[src/rtl/fft_frame_sequencer.sv]
// Run controller for the filter -> window -> FFT -> magnitude chain.
// Sequences filter completion, per-frame window copy, FFT execution and a valid/ready bin stream.
module fft_frame_sequencer #(
    parameter int DATA_W   = 32,
    parameter int F_ADDR_W = 10,
    parameter int WIN_LEN  = 64,
    parameter int HOP      = 32,
    parameter int TIMEOUT  = 2**27
) (
    input  logic                clk,
    input  logic                rst,
    input  logic                start,
    input  logic                abort,
    output logic                busy,
    output logic                done,
    output logic                err,
    output logic                filt_rst,
    input  logic                filt_done,
    output logic [F_ADDR_W-1:0] f_addr,
    input  logic [DATA_W-1:0]   f_dout,
    output logic [5:0]          w_addr,
    output logic                w_we,
    output logic [DATA_W-1:0]   w_din,
    output logic                fft_rst,
    input  logic                fft_done,
    output logic [5:0]          o_addr,
    input  logic [DATA_W-1:0]   o_dout,
    output logic [DATA_W-1:0]   mag,
    output logic [5:0]          mag_bin,
    output logic                mag_valid,
    input  logic                mag_ready,
    output logic [4:0]          frame_idx
);

    localparam int WD_W   = $clog2(TIMEOUT + 1);
    localparam int SPAN_W = F_ADDR_W + 2;
    localparam logic [6:0] K_END    = 7'(WIN_LEN);
    localparam logic [6:0] BIN_LAST = 7'(WIN_LEN - 1);

    typedef enum logic [2:0] {
        S_IDLE, S_FILT, S_COPY, S_FFT, S_ISSUE, S_HOLD, S_NEXT
    } state_t;

    state_t              state_q, state_d;
    logic [F_ADDR_W-1:0] base_q, base_d;
    logic [4:0]          frame_q, frame_d;
    logic [6:0]          k_q, k_d;
    logic [6:0]          bin_q, bin_d;
    logic [WD_W-1:0]     wd_q, wd_d;
    logic                err_q, err_d;
    logic [DATA_W-1:0]   mag_q, mag_d;
    logic [5:0]          mag_bin_q, mag_bin_d;
    logic                mag_valid_q, mag_valid_d;

    logic [SPAN_W-1:0]   span;
    logic                last_frame;
    logic                wd_hit;

    // A frame is the last one when the next window would run past the end of the RAM.
    assign span       = SPAN_W'(base_q) + SPAN_W'(HOP) + SPAN_W'(WIN_LEN);
    assign last_frame = span > SPAN_W'(1 << F_ADDR_W);
    assign wd_hit     = (wd_q == WD_W'(TIMEOUT - 1));

    always_ff @(posedge clk or posedge rst) begin
        if (rst) begin
            state_q     <= S_IDLE;
            base_q      <= '0;
            frame_q     <= '0;
            k_q         <= '0;
            bin_q       <= '0;
            wd_q        <= '0;
            err_q       <= 1'b0;
            mag_q       <= '0;
            mag_bin_q   <= '0;
            mag_valid_q <= 1'b0;
        end else begin
            state_q     <= state_d;
            base_q      <= base_d;
            frame_q     <= frame_d;
            k_q         <= k_d;
            bin_q       <= bin_d;
            wd_q        <= wd_d;
            err_q       <= err_d;
            mag_q       <= mag_d;
            mag_bin_q   <= mag_bin_d;
            mag_valid_q <= mag_valid_d;
        end
    end

    always_comb begin
        state_d     = state_q;
        base_d      = base_q;
        frame_d     = frame_q;
        k_d         = k_q;
        bin_d       = bin_q;
        wd_d        = wd_q;
        err_d       = err_q;
        mag_d       = mag_q;
        mag_bin_d   = mag_bin_q;
        mag_valid_d = mag_valid_q;

        case (state_q)
            S_IDLE: begin
                if (start) begin
                    err_d   = 1'b0;
                    base_d  = '0;
                    frame_d = '0;
                    wd_d    = '0;
                    state_d = S_FILT;
                end
            end
            S_FILT: begin
                if (filt_done) begin
                    k_d     = '0;
                    state_d = S_COPY;
                end else if (wd_hit) begin
                    err_d   = 1'b1;
                    state_d = S_IDLE;
                end else begin
                    wd_d = wd_q + WD_W'(1);
                end
            end
            S_COPY: begin
                if (k_q == K_END) begin
                    wd_d    = '0;
                    state_d = S_FFT;
                end else begin
                    k_d = k_q + 7'd1;
                end
            end
            S_FFT: begin
                if (fft_done) begin
                    bin_d   = '0;
                    state_d = S_ISSUE;
                end else if (wd_hit) begin
                    err_d   = 1'b1;
                    state_d = S_IDLE;
                end else begin
                    wd_d = wd_q + WD_W'(1);
                end
            end
            S_ISSUE: state_d = S_HOLD;
            S_HOLD: begin
                // First HOLD cycle captures the RAM word; valid is raised from the next cycle.
                if (!mag_valid_q) begin
                    mag_d       = o_dout;
                    mag_bin_d   = 6'(bin_q);
                    mag_valid_d = 1'b1;
                end else if (mag_ready) begin
                    mag_valid_d = 1'b0;
                    if (bin_q < BIN_LAST) begin
                        bin_d   = bin_q + 7'd1;
                        state_d = S_ISSUE;
                    end else begin
                        state_d = S_NEXT;
                    end
                end
            end
            S_NEXT: begin
                if (last_frame) begin
                    state_d = S_IDLE;
                end else begin
                    base_d  = base_q + F_ADDR_W'(HOP);
                    frame_d = frame_q + 5'd1;
                    k_d     = '0;
                    state_d = S_COPY;
                end
            end
            default: state_d = S_IDLE;
        endcase

        // Abort overrides every transition above, but never touches the sticky error.
        if (abort && (state_q != S_IDLE)) begin
            state_d     = S_IDLE;
            mag_valid_d = 1'b0;
            err_d       = err_q;
        end
    end

    assign busy      = (state_q != S_IDLE);
    assign done      = (state_q == S_NEXT) && last_frame && !abort;
    assign err       = err_q;
    assign filt_rst  = (state_q != S_FILT);
    assign fft_rst   = (state_q != S_FFT);
    assign f_addr    = ((state_q == S_COPY) && (k_q < K_END)) ? (base_q + F_ADDR_W'(k_q)) : '0;
    // RAM data lags the address by one cycle, so write k-1 while reading k.
    assign w_we      = (state_q == S_COPY) && (k_q != 7'd0) && !abort;
    assign w_addr    = w_we ? 6'(k_q - 7'd1) : 6'd0;
    assign w_din     = w_we ? f_dout : '0;
    assign o_addr    = 6'(bin_q);
    assign mag       = mag_q;
    assign mag_bin   = mag_bin_q;
    assign mag_valid = mag_valid_q;
    assign frame_idx = frame_q;

endmodule

[config.mk]
export PLATFORM = sky130hd
export DESIGN_NAME = fft_frame_sequencer
export DESIGN_NICKNAME = d
export VERILOG_FILES = /design/src/rtl/fft_frame_sequencer.sv
export SDC_FILE = /design/constraint.sdc
export NUM_CORES = 1
export LEC_CHECK = 0
export CAP_MARGIN = 25
export CORE_ASPECT_RATIO = 0.75
export CORE_MARGIN = 5
export CORE_UTILIZATION = 47
export CTS_CLUSTER_DIAMETER = 40
export DETAILED_ROUTE_END_ITERATION = 10
export PLACE_DENSITY = 0.8
export SLEW_MARGIN = 20
export SYNTH_ARGS = -nofsm -noshare
export SYNTH_HDL_FRONTEND = slang
export SYNTH_SLANG_ARGS = --single-unit
export TNS_END_PERCENT = 5
[constraint.sdc]
create_clock -name clk -period 3 [get_ports clk]
set_input_delay 0.3 -clock clk [delete_from_list [all_inputs] [get_ports clk]]
set_output_delay 0.3 -clock clk [all_outputs]
set_load 0.005 [all_outputs]
Yosys cells after proc, flatten, opt, wreduce, memory -nomap -nowiden
Cells that the tools add are included.
Widths: inputs -> output; s select.
{"block": "totals", "elab_cells": 116, "register_bits": 100, "memories": 0, "latchBits": 0, "ram_bits": 0, "input_bits": 71, "romBits": 0, "output_inout_bits": 104}
{"block": "op_classes", "n_reduce_logical": 23, "muxes": 44, "magnitude_cmp": 3, "multipliers": 0, "add_sub_neg": 9, "shift": 0, "eq_ne": 25, "bitwise_logic": 2, "n_div": 0}
{"operator": "$mux 28", "n": 5}
{"operator": "$pmux 28 s4", "n": 1}
{"operator": "$mux 7", "n": 7}
{"operator": "$mux 32", "n": 1}
{"operator": "$mux 10", "n": 3}
{"operator": "$add 28x1->28 const B", "n": 1}
{"operator": "$eq 28x27->1 const B", "n": 1}
{"operator": "$mux 3", "n": 8}
{"operator": "$ne 2x2->1 const B", "n": 11}
{"operator": "$pmux 3 s7", "n": 1}
{"operator": "$pmux 7 s3", "n": 1}
{"operator": "$pmux 10 s2", "n": 1}
{"operator": "$reduce_and 5->1", "n": 3}
{"operator": "$add 7x1->7 const B", "n": 2}
{"operator": "$pmux 7 s2", "n": 1}
{"operator": "$add 11x7->12 const B", "n": 1}
{"operator": "$gt 12x11->1 const B", "n": 1}
{"operator": "$ne 3x3->1 const B", "n": 4}
{"operator": "$add 10x6->11 const B", "n": 1}
{"operator": "$add 10x6->10 const B", "n": 1}
{"operator": "$add 10x7->10", "n": 1}
{"operator": "$mux 5", "n": 2}
{"operator": "$pmux 5 s2", "n": 1}
{"operator": "$eq 3x3->1 const B", "n": 3}
{"operator": "24 further kinds", "n": 44}

Longest topological paths before layout
{"block": "depth", "ltp_word": 6, "depth_mapped": 8, "depth_no_buf": 7}

Worst setup path before layout
No wires, ideal clock.
{"block": "synth_timing", "kind": "reg2reg", "start": "reg k_q[0]", "end": "reg wd_q[15]", "arrival_time_ns": 1.954, "synth_period_minus_slack_ns": 2.080, "stages_incl_launch_ff": 9, "t_required_ns": 2.874, "path_buffers": 1, "slack_ns": 0.920, "cell_sequence": "dfrtp_1 -> inv_1 -> ha_1 -> nand4bb_1 -> nor4_4 -> nor2_2 -> buf_6 -> o21bai_1 -> a221o_1"}
{"block": "synth_via", "elab_chain_len": 3}
{"item": "start, declared", "line": "47", "source": "logic [6:0] k_q, k_d;"}
{"item": "start signal, assigned", "line": "80", "source": "k_q <= k_d;"}
{"item": "$eq 7x7->1", "line": "124", "source": "if (k_q == K_END) begin"}
{"item": "$ne 2x2->1 (no line)"}
{"item": "$reduce_and 5->1 (no line)"}
{"item": "end signal, assigned", "line": "82", "source": "wd_q <= wd_d;"}
{"item": "end, declared", "line": "49", "source": "logic [WD_W-1:0] wd_q, wd_d;"}
Every way passes these cells.
A chain may end at the register's enable or synchronous reset.

Worst setup path in the final report
{"block": "layout_timing", "start": "reg k_q[0]", "end": "out w_din[6]"}
{"block": "layout_via", "elab_chain_len": 4}
{"item": "$reduce_bool 7->1", "line": "187", "source": "assign w_we = (state_q == S_COPY) && (k_q != 7'd0) && !abort;"}
{"item": "$logic_and 1x1->1 (2 in series)", "line": "187"}
{"item": "$mux 32", "line": "189", "source": "assign w_din = w_we ? f_dout : '0;"}
{"item": "end, declared", "line": "23", "source": "output logic [DATA_W-1:0] w_din,"}
Every way passes these cells.

==> qor.yml <==
clocking:
  cts_buffer_depth: 2
  post_cts_buffers: 0
  cts.clk_slew.worst_paths_ps: 70
  cts_sinks: 95
  cts_tree: "yes"
  root_buffer: "clkbuf_16"
  clk_latency_ps: 350
  htreeDepth: 3
  cts_buffers: 9
  holdBufCountCts: 0
  cts_resized: 0
critical_path:
  worstSetupStartpointType: "flop"
  cp.required_ps: 2700
  critPathMaxFanout: 33
  rr_worst_depth: 6
  slowest_stage: "clkdlybuf4s50_1"
  cp-end-kind: "output pin"
  setup.worst_path.class: "flop to output pin"
  cp_cell_sequence: "inv_1 -> ha_1 -> nand3_1 -> o21ai_1 -> inv_1 -> buf_4 -> and2_1 -> clkdlybuf4s50_1"
  critPathMaxStageDelay_ps: 460
  crit_top_cell: "inv_1"
  reg2reg_to: "wd_q[14]"
  rr_startpoint: "state_q[1]"
  critPathArrivalTime_ps: 2540
  ff2ff_setup_slack_ps: 570
final_layout:
  instances_no_fill: 848
  seq_area_sq_mm: 0.00238
  nNetsFinal: 784
  post-route-util_pct: 68.2
  multiInputGateArea_sq_mm: 0.00276
  final_cell_area_sq_mm: 0.00751
  area_growth_pct: 40.3
  drive_above_1_share_pct: 12.9
  fillers: 859
  diodes: 0
timing:
  tightest_slew_ps: 895
  setup_viol: 0
  rsz0062_at_grt: "false"
  final_max_slew_viol_count: 0
  max_slew_margin_pct: 40.3
  period_share_pct: 94.7
  hold_viol_final: 0
  setup_ws_ps: 158
  final.setup.tns_ps: 0
  min_period_ps: 2840
  max_freq_mhz: 352
  holdWs_ps: 318
  skew_ps: 13.7
pwr:
  p_int_mw: 2.49
  p_leak_nw: 3.21
  p_seq_share_pct: 39.0
  peakVddDrop_mv: 0.351
  switching_share_pct: 33.1
  power_frac_comb_pct: 29.8
  total_power_mw: 3.72
  powerDensity_mw_per_mm2: 495
  p_clk_share_pct: 31.3
  power.switching_mw: 1.23
floorplanning:
  dieArea_sq_mm: 0.0137
  rows: 33
  initial_core_util_pct: 48.6
  fp.dieH_microns: 102
  pin_count: 175
  die_w_microns: 133
  coreArea_sq_mm: 0.0110
global_routing:
  grt_pass1_wl_microns: 24100
  grt.total_usage_pct: 21.5
  first_global_vias: 4785
  grt_max_degree: 63
  gr-total-overflow: 0
  antenna_found_initial: 0
job:
  cap_violations: 0
logic_synthesis:
  synth-edff-count: 0
  async_flop_share_pct: 100
  ys_seq_elements: 95
  synth_area_per_cell_sq_um: 9.94
  syn-num-nets: 620
  yosysWarnings: 0
  seq_area_frac_synth_pct: 44.4
  netlist_area_sq_mm: 0.00536
  syn-instance-count: 539
  ys.flop_type: "dfrtp_1"
  yosysUniqueCellTypes: 69
placement:
  place_area_sq_mm: 0.00720
  dp_slack_ps: 414
  dp_cells: 832
  gp_congestion: 0.906
  portBuffers: 174
  hpwl_microns: 10900
routing:
  wl_per_cell_microns: 17.3
  drc: 0
  vias_per_cell: 5.60
  first_iter_violations: 371
  routed_wl_microns: 14600
  drt_pass1_iterations: 5
  via_count: 4746
  ant_nets: 0
worst_hold_path:
  hold_path.class: "input pin to async pin"
run_status:
  status: "finished, final reports clean"
[logic make-up (layout without fill, tap and decap cells)]
kind of cell             after synthesis  in the layout  synth area share (%)
AND/OR/NAND/NOR                      223            223                  24.4
AO/OA/AOI/OAI                        109            109                  13.3
flip-flops                            95             95                  44.4
buffers and inverters                 44            213                  4.20
multiplexers                          41             41                  8.60
XOR/XNOR                              17             17                  2.78
adder cells (fa/ha/maj)               10             10                  2.34
[power groups by stage]
stage / registers [mW] / logic, mW / clock network [mW]
2_1_floorplan: 1.47 / 0.629 / 0
3_3_place_gp: 1.47 / 1.07 / 0
3_5_place_dp: 1.47 / 1.09 / 0
4_1_cts: 1.45 / 1.10 / 1.18
5_1_grt: 1.46 / 1.21 / 1.24
6_report: 1.45 / 1.11 / 1.16
[flip-flops by register name, indices dropped and copies added (netlist names), 3 cells and up]
register   count
k_q            7
state_q        3
bin_q          7
frame_idx      5
base_q         5
mag_bin        6
mag           32
wd_q          28
[layer usage]
metal / wire length, microns / vias up / track usage (%)
li1: - / 2273 / -
met1: 6040 / 2284 / 27.4
met2: 7280 / 180 / 37.0
met3: 1220 / 9 / 6.84
met4: 99 / 0 / 4.03
met5: 0 / - / 0
[synthesized netlist by cell type (6+ instances only)]
library cell,instances,area share (%)
nand3_1,18,1.7
a31oi_1,6,0.70
o31ai_1,9,1.3
or3_1,8,0.93
nand4_1,11,1.3
and2_1,39,4.6
and3_1,7,0.82
buf_2,9,0.84
mux2_2,40,8.4
dfrtp_1,95,44
xnor2_1,10,1.6
a311oi_1,6,0.98
nor2_1,48,3.4
ha_1,10,2.3
a21oi_1,34,3.2
o21ai_0,21,2.0
inv_1,11,0.77
xor2_1,7,1.1
or4_1,11,1.5
clkbuf_1,13,0.91
nand2_1,37,2.6
buf_4,7,0.98
[placed cells by master, fill, tap and decap left out, drive strengths merged, types with 3 or more instances in the layout]
cell           netlist  layout
a31oi                7       7
a311oi               6       6
clkdlybuf4s50        0     174
nor2                49      49
or3                  8       8
a21oi               34      34
ha                  10      10
and4                 3       3
or3b                 3       3
nand3               18      18
mux2                40      40
or2                  5       5
nor4                 5       5
a21o                 3       3
nand4               13      13
inv                 12      12
o211ai               3       3
xor2                 7       7
and3                 7       7
nand2               38      38
buf                 19      11
nand2b               4       4
o31ai                9       9
nand3b               4       4
or4                 12      12
xnor2               10      10
dfrtp               95      95
clkbuf              13       9
o21a                 5       5
nor3                 5       5
o21ai               24      24
and2                39      39
clkinv               0       7
[worst max-delay path, delay by kind of cell, from the launching register on]
family	cells	cell delay (ps)
and+or+nand+nor	2	260
adders and majority gates	1	230
DFF	1	430
AOI/OAI and AO/OA	1	380
buffers and inverters	4	890
[cell type report]
type / count / area share, %
sequential: 95 / 31.6
clock buffer: 9 / 3.00
tap: 140 / 2.33
multi-input combinational: 400 / 36.8
timing repair buffer: 185 / 24.4
clock inverter: 7 / 1.22
inverter: 12 / 0.616
[worst max path at each step]
stage           start   endpoint  slack (ps)  cells after the start
6_report       k_q[0]   w_din[6]         160                      8
5_1_grt        k_q[0]  w_din[19]          10                      8
4_1_cts        k_q[0]  w_din[19]         150                      8
3_5_place_dp    abort  w_din[19]         410                      7
3_3_place_gp    abort  w_din[19]         480                      7
2_1_floorplan     rst  base_q[5]         220                      1
Note: power is estimated with default switching activity, not from simulation.
==> RTL edit, RTL diff (config.mk and constraints unchanged) <==
The parameter `F_ADDR_W` goes from 10 to 11.
--- a/src/rtl/fft_frame_sequencer.sv
+++ b/src/rtl/fft_frame_sequencer.sv
@@ -3,5 +3,5 @@
 module fft_frame_sequencer #(
     parameter int DATA_W   = 32,
-    parameter int F_ADDR_W = 10,
+    parameter int F_ADDR_W = 11,
     parameter int WIN_LEN  = 64,
     parameter int HOP      = 32,
Ports: changed (resized f_addr); port bits go from 175 to 176. No check against the original RTL was run, so the function may have changed too.
==> RTL edit against the original RTL <==
- setup slack improved by 19 ps
- sequential cell count grew 1
- final area rose by 1.8%
- global-route usage fell by 0.16 points
- area after synthesis up 1.7%
- power increased by 26%
- synthesized cell count up 7.2%
- wire length rose by 3.8%
- count of clock-buffer cells in the layout increased by 3
- utilization down 1.6 points
- via count up 8.2%
==> RTL edit: results (changes against the original RTL) <==
stage	metric	value	unit	change
status	status	completed		
detailed_routing	postRouteWirelength	15200	µm	+3.8%
synth	synth_compound_area_share	13.9	%	+0.66 points
critical_path	reg2reg_setup_slack	530	ps	-40 ps
sta	hold-worst-slack	447	ps	+129 ps
detailed_routing	met1_length	6200	µm	+2.7%
synth	synth.top_cells.by_area	dfrtp_1, mux2_2, and2_1		
critical_path	reg2reg_to	wd_q[3]$_DFFE_PP0P_		
sta	period_share	94.1	%	-0.64 points
sta	clock_skew	9.96	ps	-3.71 ps
critical_path	ff2ff_path_depth	9		+3
placement	place_congestion	0.880		-2.9%
synth	synth_seq_area_share	44.1	%	-0.26 points
placement	place_inst	877		+5.4%
sta	worst_pin_slew	834	ps	-60.6 ps
critical_path	arrival	2520	ps	-20 ps
final_layout	drive_gt1_share	11.3	%	-1.5 points
power_and_ir_drop	total_power	4.68	mW	+26%
placement	place_ws	342	ps	-71.7 ps
power_and_ir_drop	p_leak	3.19	nW	-0.61%
placement	placed_area	0.00733	mm²	+1.9%
power_and_ir_drop	peakVddDrop	0.564	mV	+60%
power_and_ir_drop	intPower	3.17	mW	+27%
detailed_routing	met2_length	7370	µm	+1.2%
synth	synthDistinctLibCells	59		-14%
global_route	grtUsageMet3	6.48	%	-0.36 points
synth	synth_common_cells	dfrtp_1, nand2_1, nor2_1, o21ai_0, and2_1		
-- RTL edit: cell count changes in the layout (fill, tap and decap cells not counted), moves of 5 or more --
cell / change
xnor2_1: -5
a311oi_1: -6
nand3_1: +8
a21oi_1: -13
o31ai_1: +12
nand2_1: +17
or4_1: +7
buf_4: +5
o21ai_0: +24
-- RTL edit: layout make-up --
type | count | area [µm²]
tap | 144 | 180
clock inverter | 4 | 51.3
sequential | 96 | 2400
fill | 890 | 3840
multi-input combinational | 431 | 2810
clock buffer | 12 | 256
inverter | 14 | 53.8
timing repair buffer | 192 | 1900
-- RTL edit: logic make-up (layout without fill, tap and decap cells) --
family,after synthesis,in the layout
adder cells (fa/ha/maj),10,10
flip-flops,96,96
buffers and inverters,51,222
AND/OR/NAND/NOR,247,247
XOR/XNOR,12,12
multiplexers,42,42
AO/OA/AOI/OAI,120,120
